==> src/rtl/mem_burst_writer.sv <==
// Round-robin burst writer: serialises NUM_CH valid/ready result streams onto one memory write port.
// Latency: a transfer in cycle N gives a registered write in cycle N+1; one word per clock.
// Backpressure: data_ready is a combinational one-hot grant; finished or idle channels are never granted.
module mem_burst_writer #(
    parameter int DATA_WIDTH   = 32,
    parameter int ADDR_WIDTH   = 5,
    parameter int MEM_SIZE     = 32,
    parameter int RESULT_WIDTH = 32,
    parameter int NUM_CH       = 2,
    parameter int SATURATE     = 0,
    localparam int CH_W        = (NUM_CH > 1) ? $clog2(NUM_CH) : 1
) (
    input  logic                           clk,
    input  logic                           rst_n,
    input  logic                           start_writing,
    input  logic [NUM_CH*ADDR_WIDTH-1:0]   ch_base,
    input  logic [ADDR_WIDTH:0]            burst_len,
    input  logic [NUM_CH*RESULT_WIDTH-1:0] data_in,
    input  logic [NUM_CH-1:0]              data_valid,
    output logic [NUM_CH-1:0]              data_ready,
    output logic                           write_en,
    output logic [ADDR_WIDTH-1:0]          write_address,
    output logic [DATA_WIDTH-1:0]          data_out,
    output logic [CH_W-1:0]                write_ch,
    output logic                           busy,
    output logic                           done
);

    localparam logic [1:0] S_IDLE = 2'd0;
    localparam logic [1:0] S_RUN  = 2'd1;
    localparam logic [1:0] S_DONE = 2'd2;
    localparam logic [ADDR_WIDTH:0] MEM_SZ  = (ADDR_WIDTH+1)'(MEM_SIZE);
    localparam logic [CH_W-1:0]     LAST_CH = CH_W'(NUM_CH - 1);

    logic [1:0]                   state_q, state_d;
    logic [NUM_CH*ADDR_WIDTH-1:0] base_q, base_d;
    logic [ADDR_WIDTH:0]          len_q, len_d;
    logic [ADDR_WIDTH:0]          cnt_q [NUM_CH];
    logic [ADDR_WIDTH:0]          cnt_d [NUM_CH];
    logic [CH_W-1:0]              rr_ptr_q, rr_ptr_d;
    logic                         we_q, we_d;
    logic [ADDR_WIDTH-1:0]        addr_q, addr_d;
    logic [DATA_WIDTH-1:0]        dat_q, dat_d;
    logic [CH_W-1:0]              ch_q, ch_d;

    logic [NUM_CH-1:0]            eligible;
    logic [NUM_CH-1:0]            gnt;
    logic                         gnt_vld;
    logic [CH_W-1:0]              gnt_idx;
    logic [CH_W-1:0]              idx_c;
    int                           idx;
    logic [RESULT_WIDTH-1:0]      res_sel;
    logic [ADDR_WIDTH:0]          addr_sum;
    logic [ADDR_WIDTH-1:0]        addr_wrap;
    logic [DATA_WIDTH-1:0]        fmt;
    logic                         fin;

    always_comb begin
        for (int k = 0; k < NUM_CH; k++) begin
            eligible[k] = (state_q == S_RUN) && data_valid[k] && (cnt_q[k] < len_q);
        end
    end

    // Search starts just past the last granted channel, wrapping at NUM_CH.
    always_comb begin
        gnt_vld = 1'b0;
        gnt_idx = '0;
        idx     = 0;
        idx_c   = '0;
        for (int i = 1; i <= NUM_CH; i++) begin
            idx = int'(rr_ptr_q) + i;
            if (idx >= NUM_CH) idx = idx - NUM_CH;
            idx_c = CH_W'(idx);
            if (!gnt_vld && eligible[idx_c]) begin
                gnt_vld = 1'b1;
                gnt_idx = idx_c;
            end
        end
        gnt = '0;
        if (gnt_vld) gnt[gnt_idx] = 1'b1;
    end

    assign res_sel   = data_in[gnt_idx*RESULT_WIDTH +: RESULT_WIDTH];
    assign addr_sum  = (ADDR_WIDTH+1)'(base_q[gnt_idx*ADDR_WIDTH +: ADDR_WIDTH]) + cnt_q[gnt_idx];
    assign addr_wrap = ADDR_WIDTH'(addr_sum % MEM_SZ);

    if (RESULT_WIDTH <= DATA_WIDTH) begin : g_sext
        assign fmt = DATA_WIDTH'($signed(res_sel));
    end else if (SATURATE == 0) begin : g_trunc
        logic unused_hi;
        assign unused_hi = ^res_sel[RESULT_WIDTH-1:DATA_WIDTH];
        assign fmt = res_sel[DATA_WIDTH-1:0];
    end else begin : g_sat
        // Value fits when all bits from the target sign bit upward agree.
        logic [RESULT_WIDTH-DATA_WIDTH:0] top;
        assign top = res_sel[RESULT_WIDTH-1:DATA_WIDTH-1];
        always_comb begin
            if (top == '0 || top == '1) fmt = res_sel[DATA_WIDTH-1:0];
            else if (res_sel[RESULT_WIDTH-1]) fmt = {1'b1, {(DATA_WIDTH-1){1'b0}}};
            else fmt = {1'b0, {(DATA_WIDTH-1){1'b1}}};
        end
    end

    always_comb begin
        state_d  = state_q;
        base_d   = base_q;
        len_d    = len_q;
        rr_ptr_d = rr_ptr_q;
        cnt_d    = cnt_q;
        we_d     = 1'b0;
        addr_d   = addr_q;
        dat_d    = dat_q;
        ch_d     = ch_q;
        fin      = 1'b1;
        case (state_q)
            S_IDLE: begin
                if (start_writing) begin
                    base_d = ch_base;
                    len_d  = burst_len;
                    for (int k = 0; k < NUM_CH; k++) cnt_d[k] = '0;
                    state_d = (burst_len == '0) ? S_DONE : S_RUN;
                end
            end
            S_RUN: begin
                if (gnt_vld) begin
                    we_d     = 1'b1;
                    addr_d   = addr_wrap;
                    dat_d    = fmt;
                    ch_d     = gnt_idx;
                    rr_ptr_d = gnt_idx;
                    cnt_d[gnt_idx] = cnt_q[gnt_idx] + 1'b1;
                    for (int k = 0; k < NUM_CH; k++) begin
                        if (cnt_d[k] != len_q) fin = 1'b0;
                    end
                    if (fin) state_d = S_DONE;
                end
            end
            S_DONE:  state_d = S_IDLE;
            default: state_d = S_IDLE;
        endcase
    end

    always_ff @(posedge clk or negedge rst_n) begin
        if (!rst_n) begin
            state_q  <= S_IDLE;
            base_q   <= '0;
            len_q    <= '0;
            rr_ptr_q <= LAST_CH;
            for (int k = 0; k < NUM_CH; k++) cnt_q[k] <= '0;
            we_q     <= 1'b0;
            addr_q   <= '0;
            dat_q    <= '0;
            ch_q     <= '0;
        end else begin
            state_q  <= state_d;
            base_q   <= base_d;
            len_q    <= len_d;
            rr_ptr_q <= rr_ptr_d;
            cnt_q    <= cnt_d;
            we_q     <= we_d;
            addr_q   <= addr_d;
            dat_q    <= dat_d;
            ch_q     <= ch_d;
        end
    end

    assign data_ready    = gnt;
    assign write_en      = we_q;
    assign write_address = addr_q;
    assign data_out      = dat_q;
    assign write_ch      = ch_q;
    assign busy          = (state_q == S_RUN);
    assign done          = (state_q == S_DONE);

endmodule

==> config.mk <==
export PLATFORM = sky130hd
export DESIGN_NAME = mem_burst_writer
export DESIGN_NICKNAME = d
export VERILOG_FILES = /design/src/rtl/mem_burst_writer.sv
export SDC_FILE = /design/constraint.sdc
export NUM_CORES = 1
export LEC_CHECK = 0
export CAP_MARGIN = 10
export CORE_AREA = 2 2 95 97
export CTS_BUF_LIST = sky130_fd_sc_hd__clkbuf_4
export DETAILED_ROUTE_END_ITERATION = 7
export DIE_AREA = 0 0 97 99
export PLACE_DENSITY = 0.82
export SKIP_LAST_GASP = 1
export SLEW_MARGIN = 20
export SYNTH_ARGS = -nofsm -noshare
export SYNTH_HDL_FRONTEND = slang
export SYNTH_SLANG_ARGS = --single-unit
==> constraint.sdc <==
create_clock -name clk -period 4.15 [get_ports clk]
set_input_delay 0.415 -clock clk [delete_from_list [all_inputs] [get_ports clk]]
set_output_delay 0.415 -clock clk [all_outputs]
set_load 0.05 [all_outputs]
==> PnR_summary.wiki <==
{| class="wikitable"
! Metric !! Value
|-
| Number of ports placed on the die boundary || around 130
|-
| Slew @ Worst Pin || approximately 600 ps
|-
| Max Root-Sink Buffers || 2
|-
| Dominant register cell in the synthesized netlist || dfrtp_1
|-
| Via density || ~5.4
|-
| Final Hold Violating Endpoints || 0
|-
| Grt ovf || 0
|-
| Latest clock arrival within the worst-skew pair || around 420 ps
|-
| Pre-CTS setup slack || approximately 360 ps
|-
| Setup repair after global routing missed its margin || false
|-
| Setup-failing EPs final || 0
|-
| Met2 Resource Use GR || about 38%
|-
| Run status || finished clean
|-
| Number of violations of the max-capacitance limit || 0
|-
| Number of buffers created by CTS || 9
|-
| Total vias in the final route || 3633
|-
| Top cell type's share of synthesized area || approximately 43%
|-
| Post-CTS repair timing setup buffer count || 0
|-
| Critical path startpoint category || register
|-
| Post-synth top cells || 116 x nand2_1, 69 x dfrtp_1, 53 x o21ai_0, 36 x mux2i_1, 15 x ha_1
|-
| Mapped Avg Cell Area || a little under 9 µm²
|-
| Gate family responsible for the most delay along the worst path || compound AO/OA/AOI/OAI gates
|-
| Reported leakage power || between 2 and 3 nW
|-
| Number of remaining DRC errors || 0
|-
| Antenna violations before repair || 0
|-
| Number of nets produced by synthesis || 547
|-
| Synthesized cell area || 0.00398 mm²
|-
| Number of enable flip-flop cells after synthesis || 0
|-
| WL/cell || approximately 15 µm
|-
| Gate Count Post-Synth || roughly 450
|-
| Die height || between 90 and 100 µm
|-
| Crit share post-route || a little over nine tenths
|-
| CP arrival || approximately 4200 ps
|-
| Share of final-layout standard cells stronger than drive strength 1 || under 10%
|-
| Seq/Total Area, Yosys || 44.1%
|-
| Type of the worst setup path || register to register
|-
| Worst Setup End Kind || register
|-
| CP required || 4470 ps
|-
| Number of different library cells in the post-synthesis netlist || slightly above 50
|-
| Worst-path cell chain || ha_1 -> a21o_1 -> a31oi_1 -> o21a_4 -> nand2_4 -> clkinv_2 -> nand2_1 -> nand2_1 -> ha_1 -> nand3_1 -> xnor2_1 -> and3_1 -> o221ai_1 -> o32ai_1 -> mux2_2 -> o2111ai_2 -> o22a_1
|-
| Async set or reset register ratio after synthesis || 100%
|-
| Number of violations reported at the end of detailed-routing iteration 0 || 237
|-
| Die width || ~97 µm
|-
| Global-route wire length before repair || about 17000 µm
|-
| Clock network fraction of total power || 9.4%
|-
| Final critical-path setup slack || roughly 270 ps
|-
| Hold Buf Count CTS || 0
|-
| Net count of the finished layout || roughly 670
|-
| Switching power summed over all nets || 2.41 mW
|-
| Vias in the first global route || roughly 3600
|-
| Relative contribution of sequential cells to total power || a little over a quarter
|-
| Critical Path Fanout Max || 9
|-
| Number of inserted diodes || 0
|-
| Class of the tightest hold or removal check || register to register
|-
| IR Drop Worst-Case VDD || around 0.53 mV
|-
| Combinational share of power || 63.9%
|-
| Largest area contributor in the synthesized netlist || dfrtp_1
|-
| Power density over the cells || between 800 and 900 mW/mm²
|-
| Placer Congestion || about 1
|-
| Clock tree from TritonCTS || done
|-
| Delay contributed by the slowest stage of the critical path || roughly 500 ps
|-
| Maximum number of pins on one net before global-route repair || slightly below 60
|-
| Slew Limit Headroom || just over 60%
|-
| Post-detailed-placement half-perimeter wirelength || 7850 µm
|-
| Tightest hold margin || 466 ps
|-
| CTS H-Tree Depth || 3
|-
| Total Neg Setup Slack || 0 ps
|-
| Die outline area || 0.00960 mm²
|-
| Buffer type at the clock tree root || clkbuf_4
|-
| Cell with the most instances after synthesis || nand2_1
|-
| Reg clk slew, reported paths || roughly 120 ps
|-
| Number of clock sinks seen by CTS || 70
|-
| GR peak layer || met2
|-
| Buf+Inv Stages, Crit Path || 1
|-
| Area delta synth->final || 37.8%
|-
| IO buf count || 127
|-
| Number of detailed-routing iterations run before antenna repair || 6
|-
| Flip-flop and latch count after synthesis || 70
|-
| Yosys warning total || 0
|-
| Met1 capacity usage during global routing || 25.9%
|-
| Clock period minus worst slack || approximately 3900 ps
|-
| Count of antenna-violating nets left after detailed routing || 0
|-
| Area contributors post-synth || dfrtp_1 43%, nand2_1 11%, mux2i_1 9.1%, o21ai_0 6.7%, ha_1 4.7%
|-
| Net Sw Frac || 51.0%
|-
| Cell internal pwr || between 2 and 2.5 mW
|-
| Number of placement rows || 34
|-
| Count of final max-slew check failures || 0
|-
| Number of gates resized after cts || 0
|-
| Area of the core || roughly 0.0086 mm²
|-
| CP max-delay cell || dfrtp_1
|-
| Initial core utilization || between 40% and 50%
|-
| Met3 GRT Util || approximately 8.5%
|-
| Total global-route track usage || 22.1%
|-
| Max Freq || about 260 MHz
|-
| Total Wirelength || approximately 10000 µm
|-
| Clock Skews || between 15 and 20 ps
|}
[kinds of logic after synthesis]
group	synth area share [%]
xor+xnor	1.98
buf+inv	4.72
flops	44.1
simple gates	19.7
mux	9.63
fa+ha+maj	5.23
compound gates	14.6
[final timing paths]
path | endpoint | slack (ps) | depth (start not counted) | startpoint
min in group asynchronous | cnt_q[1] | 520 | 2 | rst_n
setup / recovery | state_q[0] | 270 | 17 | cnt_q[2]
max in group asynchronous | data_out[19] | 2850 | 3 | rst_n
setup reg to reg | state_q[0] | 270 | 17 | cnt_q[2]
hold reg to reg | rr_ptr_q | 470 | 2 | rr_ptr_q
hold / removal | rr_ptr_q | 470 | 2 | rr_ptr_q
[cell usage in the layout (no fill, tap or decap), types with 3 or more instances in the layout]
| cell type | synthesis | routed |
|---|---|---|
| a21o_1 | 4 | 4 |
| a21oi_1 | 13 | 13 |
| a31oi_1 | 5 | 5 |
| and3_1 | 4 | 4 |
| buf_4 | 5 | 9 |
| clkbuf_4 | 0 | 9 |
| clkdlybuf4s50_1 | 0 | 125 |
| dfrtp_1 | 69 | 69 |
| ha_1 | 15 | 15 |
| inv_1 | 14 | 14 |
| mux2i_1 | 36 | 36 |
| nand2_1 | 116 | 116 |
| nand2b_1 | 5 | 5 |
| nand3_1 | 13 | 13 |
| nor2_1 | 13 | 12 |
| nor2b_1 | 3 | 3 |
| nor3_1 | 5 | 5 |
| nor3b_1 | 3 | 3 |
| o211ai_1 | 3 | 3 |
| o21ai_0 | 53 | 53 |
| or2_2 | 4 | 4 |
| xnor2_1 | 6 | 6 |
| xor2_1 | 3 | 3 |
[power by group through the flow]
stage	Clock, mW	Sequential [mW]	Combinational [mW]
after floorplan	0	1.87	1.49
after global placement	0	1.26	2.95
after detailed placement	0	1.27	3.02
after CTS	0.450	1.26	3.03
after global routing	0.480	1.31	3.27
final	0.442	1.27	3.02
[metal layers]
| metal | share of wire [%] | routed length [µm] |
|---|---|---|
| met5 | 0 | 0 |
| met4 | 1.9 | 200 |
| met3 | 9.0 | 945 |
| met2 | 49 | 5100 |
| met1 | 40 | 4240 |
[cell type report]
class / count / area, µm²
Clock buffer: 9 / 67.6
Clock inverter: 7 / 72.6
Fill cell: 703 / 3070
Inverter: 15 / 57.6
Multi-Input combinational cell: 334 / 2040
Sequential cell: 70 / 1750
Tap cell: 108 / 135
Timing Repair Buffer: 136 / 1350
[worst register-to-register path, stage by stage (launching register included)]
cell and delay [ps]:
dfrtp_1 500, ha_1 340, a21o_1 190, a31oi_1 280, o21a_4 240, nand2_4 80, clkinv_2 70, nand2_1 50
nand2_1 110, ha_1 350, nand3_1 180, xnor2_1 220, and3_1 180, o221ai_1 150, o32ai_1 310, mux2_2 210
o2111ai_2 130, o22a_1 200
[registers in the layout (all words and copies together), names as in the netlist]
register and count:
rr_ptr_q 1, base_q 10, write_en 1, write_ch 1
len_q 6, cnt_q 12, data_out 32, state_q 2
write_address 5
[through the flow]
| stage | cells | cell area (µm²) | total power [mW] | util, % |
|---|---|---|---|---|
| 3_3_place_gp | 662 | 5320 | 4.21 | 62.3 |
| 3_5_place_dp | 662 | 5320 | 4.30 | 62.3 |
| 6_report | 679 | 5480 | 4.73 | 64.0 |
| 5_1_grt | 679 | 5480 | 5.06 | 64.0 |
| 2_1_floorplan | 446 | 3980 | 3.37 | - |
| 4_1_cts | 678 | 5460 | 4.75 | 63.9 |
No activity file was read; power rests on OpenSTA's default activity.
